<file path="config.mk">
export PLATFORM = sky130hd
export DESIGN_NAME = sprite_frame_writer
export DESIGN_NICKNAME = d
export VERILOG_FILES = /design/src/rtl/frame_pkg.sv /design/src/rtl/palette_encoder.sv /design/src/rtl/sprite_frame_writer.sv
export SDC_FILE = /design/constraint.sdc
export NUM_CORES = 1
export LEC_CHECK = 0
export CAP_MARGIN = 30
export CORE_MARGIN = 2
export CORE_UTILIZATION = 47
export DETAILED_ROUTE_END_ITERATION = 12
export MAX_ROUTING_LAYER = met4
export PLACE_DENSITY = 0.83
export REMOVE_ABC_BUFFERS = 1
export SLEW_MARGIN = 25
export SYNTH_ARGS = -nofsm -noshare
export SYNTH_HDL_FRONTEND = slang
export SYNTH_HIERARCHICAL = 1
export SYNTH_SLANG_ARGS = --single-unit
</file>
<file path="constraint.sdc">
create_clock -name Clk -period 7.45 [get_ports Clk]
set_input_delay 1.8625 -clock Clk [delete_from_list [all_inputs] [get_ports Clk]]
set_output_delay 1.8625 -clock Clk [all_outputs]
set_load 0.01 [all_outputs]
</file>
<file path="src/rtl/frame_pkg.sv">
// ============================================================================
// Module   : frame_pkg
// Purpose  : Shared types, palette table and FSM encoding for the frame
//            memory write/read sides.
// Revision : 1.0 - initial release
// ============================================================================
`default_nettype none

package frame_pkg;

  typedef logic [23:0] rgb_t;
  typedef logic [3:0]  pal_idx_t;

  localparam int PAL_ENTRIES = 14;

  localparam rgb_t PALETTE [0:PAL_ENTRIES-1] = '{
    24'h000000, 24'hffff00, 24'h2121ff, 24'h00ffff, 24'hff0000, 24'h00ff00, 24'h47b9ae,
    24'hf8bb55, 24'hfab9b0, 24'hfcb5ff, 24'hde9751, 24'he0ddff, 24'h000000, 24'hffffff
  };

  typedef enum logic [1:0] {
    S_IDLE = 2'd0,
    S_RUN  = 2'd1,
    S_DONE = 2'd2
  } state_t;

endpackage

`default_nettype wire

</file>
<file path="src/rtl/palette_encoder.sv">
// ============================================================================
// Module   : palette_encoder
// Purpose  : Combinational RGB -> palette index lookup; lowest matching
//            index wins, hit=0 when the colour is not in the palette.
// Revision : 1.0 - initial release
// ============================================================================
`default_nettype none

module palette_encoder
  import frame_pkg::*;
(
  input  rgb_t     rgb,
  output pal_idx_t idx,
  output logic     hit
);

  // Scanning downward lets the lowest matching index overwrite any higher one.
  always_comb begin
    idx = '0;
    hit = 1'b0;
    for (int i = PAL_ENTRIES - 1; i >= 0; i--) begin
      if (rgb == PALETTE[i]) begin
        idx = pal_idx_t'(i);
        hit = 1'b1;
      end
    end
  end

endmodule

`default_nettype wire

</file>
<file path="src/rtl/sprite_frame_writer.sv">
// ============================================================================
// Module   : sprite_frame_writer
// Purpose  : Rectangle-draw write side of the palette-indexed frame RAM.
//            Optional build macro: FRAME_WRITER_TRANSPARENT_EN
// Revision : 1.0 - initial release
// ============================================================================
`default_nettype none

module sprite_frame_writer
  import frame_pkg::*;
#(
  parameter int ADDR_W     = 17,
  parameter int IDX_W      = 4,
  parameter int DIM_W      = 9,
  parameter int TRANSP_IDX = 0
) (
  input  logic              Clk,
  input  logic              Reset_n,
  input  logic              cmd_start,
  input  logic [ADDR_W-1:0] cmd_base,
  input  logic [DIM_W-1:0]  cmd_width,
  input  logic [DIM_W-1:0]  cmd_height,
  input  logic [DIM_W-1:0]  cmd_stride,
  output logic              busy,
  output logic              done,
  output logic              miss,
  input  logic              pix_valid,
  input  logic [23:0]       pix_rgb,
  output logic              pix_ready,
  output logic              wr_en,
  output logic [ADDR_W-1:0] wr_addr,
  output logic [IDX_W-1:0]  wr_data
);

`ifdef FRAME_WRITER_TRANSPARENT_EN
  localparam bit TRANSP_EN = 1'b1;
`else
  localparam bit TRANSP_EN = 1'b0;
`endif

  state_t            state;
  state_t            state_nxt;
  logic [DIM_W-1:0]  width_q;
  logic [DIM_W-1:0]  height_q;
  logic [DIM_W-1:0]  stride_q;
  logic [DIM_W-1:0]  col;
  logic [DIM_W-1:0]  row;
  logic [ADDR_W-1:0] row_addr;

  pal_idx_t enc_idx;
  logic     enc_hit;
  logic     accept;
  logic     last_col;
  logic     last_row;
  logic     keep;

  palette_encoder u_enc (
    .rgb (pix_rgb),
    .idx (enc_idx),
    .hit (enc_hit)
  );

  assign accept   = pix_ready && pix_valid;
  assign last_col = (col == width_q  - DIM_W'(1));
  assign last_row = (row == height_q - DIM_W'(1));
  // Unmatched pixels always write index 0, even if 0 is the transparent index.
  assign keep     = !(TRANSP_EN && enc_hit && (enc_idx == pal_idx_t'(TRANSP_IDX)));

  always_ff @(posedge Clk or negedge Reset_n) begin
    if (!Reset_n) begin
      state <= S_IDLE;
    end else begin
      state <= state_nxt;
    end
  end

  always_comb begin
    state_nxt = state;
    case (state)
      S_IDLE: begin
        if (cmd_start) begin
          if (cmd_width == '0 || cmd_height == '0) begin
            state_nxt = S_DONE;
          end else begin
            state_nxt = S_RUN;
          end
        end
      end
      S_RUN: begin
        if (accept && last_col && last_row) begin
          state_nxt = S_DONE;
        end
      end
      S_DONE:  state_nxt = S_IDLE;
      default: state_nxt = S_IDLE;
    endcase
  end

  always_comb begin
    busy      = (state != S_IDLE);
    done      = (state == S_DONE);
    pix_ready = (state == S_RUN);
  end

  always_ff @(posedge Clk or negedge Reset_n) begin
    if (!Reset_n) begin
      width_q  <= '0;
      height_q <= '0;
      stride_q <= '0;
      col      <= '0;
      row      <= '0;
      row_addr <= '0;
      miss     <= 1'b0;
      wr_en    <= 1'b0;
      wr_addr  <= '0;
      wr_data  <= '0;
    end else begin
      wr_en <= 1'b0;
      if (state == S_IDLE && cmd_start) begin
        width_q  <= cmd_width;
        height_q <= cmd_height;
        stride_q <= cmd_stride;
        col      <= '0;
        row      <= '0;
        row_addr <= cmd_base;
        miss     <= 1'b0;
      end else if (accept) begin
        wr_en   <= keep;
        wr_addr <= row_addr + ADDR_W'(col);
        wr_data <= IDX_W'(enc_idx);
        if (!enc_hit) begin
          miss <= 1'b1;
        end
        if (last_col) begin
          col      <= '0;
          row      <= row + DIM_W'(1);
          row_addr <= row_addr + ADDR_W'(stride_q);
        end else begin
          col <= col + DIM_W'(1);
        end
      end
    end
  end

endmodule

`default_nettype wire

</file>
==> results.cfg <==
[route]
wl_per_cell_um = 16.65
ant_nets = 0
drtIter0Drc = 403
first_pass_iters = 5
vias = 5501
drt-total-wl_mm = 15.34
post-route-drc-count = 0
via_per_inst = 5.973

[pwr]
total_power_mw = 1.174
internal-power_uw = 854.6
seqPwrFrac = 0.444
switchingPower_uw = 319.6
vdd_drop_max_mv = 0.1494
powerDensity_mw_per_mm2 = 164.0
p_leak_nw = 3.168
pwr-share-clk = 0.404
power.share.switching = 0.2722
comb_power_share = 0.152

[clock_network]
cts.htree.levels = 3
ctsHoldBuffers = 0
cts.sink_count = 87
root_buffer = clkbuf_16
ctsResizeCount = 0
clk_pin_slew_ps = 70
tritoncts = done
cts_setup_buffers = 0
numCtsBuffers = 9
cts_buffer_depth = 2
clk_latency_ps = 360

[worst_hold_path]
worstHoldPathCells = 2
hp-class = reg -> reg

[sta]
drv_slew = 0
setup_ws_ps = 3218
fin_crit_ps = 4232
slew_headroom = 0.4791
rsz0062_at_grt = no
hold_viol = 0
fin_skew_ps = 11.97
tightest_slew_ps = 780.4
fmax_mhz = 236.3
period_share = 0.5681
tns_ps = 0
finalHoldWorstSlack_ps = 480.1
setup_violations = 0

[die]
die_x_um = 114.7
num_rows = 40
core_area_mm2 = 0.01201
io_pins = 98
start_util = 0.4798
die-area_mm2 = 0.01316
chipHeight_um = 114.7

[critical_path]
arrival_ps = 4510
worstPathRequired_ps = 7730
ff2ff_path_depth = 8
critPathMaxFanout = 33
cp-start-kind = input port
path_class = in -> reg
worstSetupEndpointType = flip-flop

[run]
drv_cap = 0

[placement]
port-buffer-count = 97
place_congestion = 0.9127
placed_cells = 905
dpl.hpwl_mm = 11.54
placed_area_mm2 = 0.006847
dp_slack_ps = 2887

[synth]
synthArstFlopShare = 1.000
syn_area_per_cell_um2 = 8.438
synth_top_area_frac = 0.3778
synth-edff-count = 0
ys_seq_area_frac = 0.3778
synth_xor_area_frac = 0.05927
synthCells = 683
synth_mux_area_frac = 0.008684
synth_top_family_by_area = simple AND/OR/NAND/NOR gates
synthMostInstantiatedCell = nand2_1
ys_seq_elements = 87
ys_top_cells_by_count = nand2_1 (138), dfrtp_1 (87), o21ai_0 (37), nor2_1 (36), nand3_1 (29)
synth_area_leader_cell = dfrtp_1
synth_compound_area_frac = 0.1678
synthAdderAreaFrac = 0.05471
yosys_warnings = 6
yosys-top-cells-area = dfrtp_1 (38%), nand2_1 (9.0%), ha_1 (4.8%)
synth-simple-area-share = 0.2972
synthFlopType = dfrtp_1
ys_types = 69
synth_area_mm2 = 0.005763

[finish]
finalNetCount = 865
final_area_mm2 = 0.007159
area_growth_pct = 24.23
n_antenna_cell = 0
fin_cells = 921
fillCellCount = 1052
drive_gt1_frac = 0.04780
postLayoutCoreUtil = 0.5960

[grt]
first_global_vias = 5340
grt_start_max_net_pins = 61
antenna_found_initial = 0
grt_pass1_wl_mm = 25.74
grt.total_usage = 0.2543
grt.overflow.total = 0

[outcome]
status = finished, final reports clean
-- worst max-delay path, cell delays in order --
cell and delay [ps]:
clkdlybuf4s50_1 500, nand2_1 60, buf_4 240, inv_1 610, nand3_4 430, or4_1 630, a21oi_1 170
-- layout by cell type, fill, tap and decap left out, drive strengths merged, types with 4 or more instances in the layout --
master,count
or3,6
o211ai,9
nand2,138
nor4,19
nor2,36
and3,9
xnor2,20
mux2i,5
nor3,13
nor2b,5
o31ai,11
a31oi,16
inv,24
nand2b,7
nand3b,8
a21o,11
nor4b,5
nand3,30
nand4,17
ha,22
clkbuf,9
dfrtp,87
clkdlybuf4s50,96
a21oi,30
xor2,19
or4,12
o21ai,40
or2,7
buf,6
and2,4
-- cell type report --
class	instances	area, um2	area share
Timing Repair Buffer	102	1018	0.1423
Sequential cell	87	2177	0.3041
Inverter	21	78.83	0.01101
Clock inverter	7	87.58	0.01223
Multi-Input combinational cell	548	3388	0.4733
Clock buffer	9	225.2	0.03146
Tap cell	147	183.9	0.02569
-- cells by family (layout without fill, tap and decap cells) --
kind of cell	count (synthesis)	count (layout)
flip-flops	87	87
buffers and inverters	48	139
adder cells (fa/ha/maj)	24	24
AO/OA/AOI/OAI	149	149
AND/OR/NAND/NOR	331	331
XOR/XNOR	39	39
multiplexers	5	5
-- final timing paths --
kind | endpoint | slack (ps) | from
max in group asynchronous | width_q[4]$_DFFE_PN0P_ | 5190 | Reset_n
max reg2reg | row[5]$_DFFE_PN0P_ | 4370 | width_q[0]$_DFFE_PN0P_
min | wr_data[3]$_DFFE_PN0P_ | 480 | wr_data[3]$_DFFE_PN0P_
min reg2reg | wr_data[3]$_DFFE_PN0P_ | 480 | wr_data[3]$_DFFE_PN0P_
min in group asynchronous | wr_data[1]$_DFFE_PN0P_ | 1300 | Reset_n
max | row[5]$_DFFE_PN0P_ | 3220 | pix_valid
-- power by group through the flow --
stage	Clock (mW)	Sequential (mW)	Combinational, mW
finish	0.474	0.521	0.179
global route	0.506	0.524	0.198
CTS	0.485	0.522	0.180
detailed placement	0	0.531	0.179
global placement	0	0.529	0.174
floorplan	0	0.525	0.0782
-- routing by layer --
layer  part of all wire  GRT usage  vias to the layer above
met5                  0          -                        -
met4              0.017    0.07229                        0
met2               0.49     0.4138                      187
met3              0.064    0.06589                       21
li1                   -          -                     2654
met1               0.43     0.3149                     2639
-- flip-flops by register name (all words and copies together), names as in the netlist, 2 cells and up --
signal and cells:
row_addr 17, stride_q 9, col 9, height_q 9, wr_data 4, state 2
row 9, width_q 9, wr_addr 17
(Power assumes the default switching activity.)
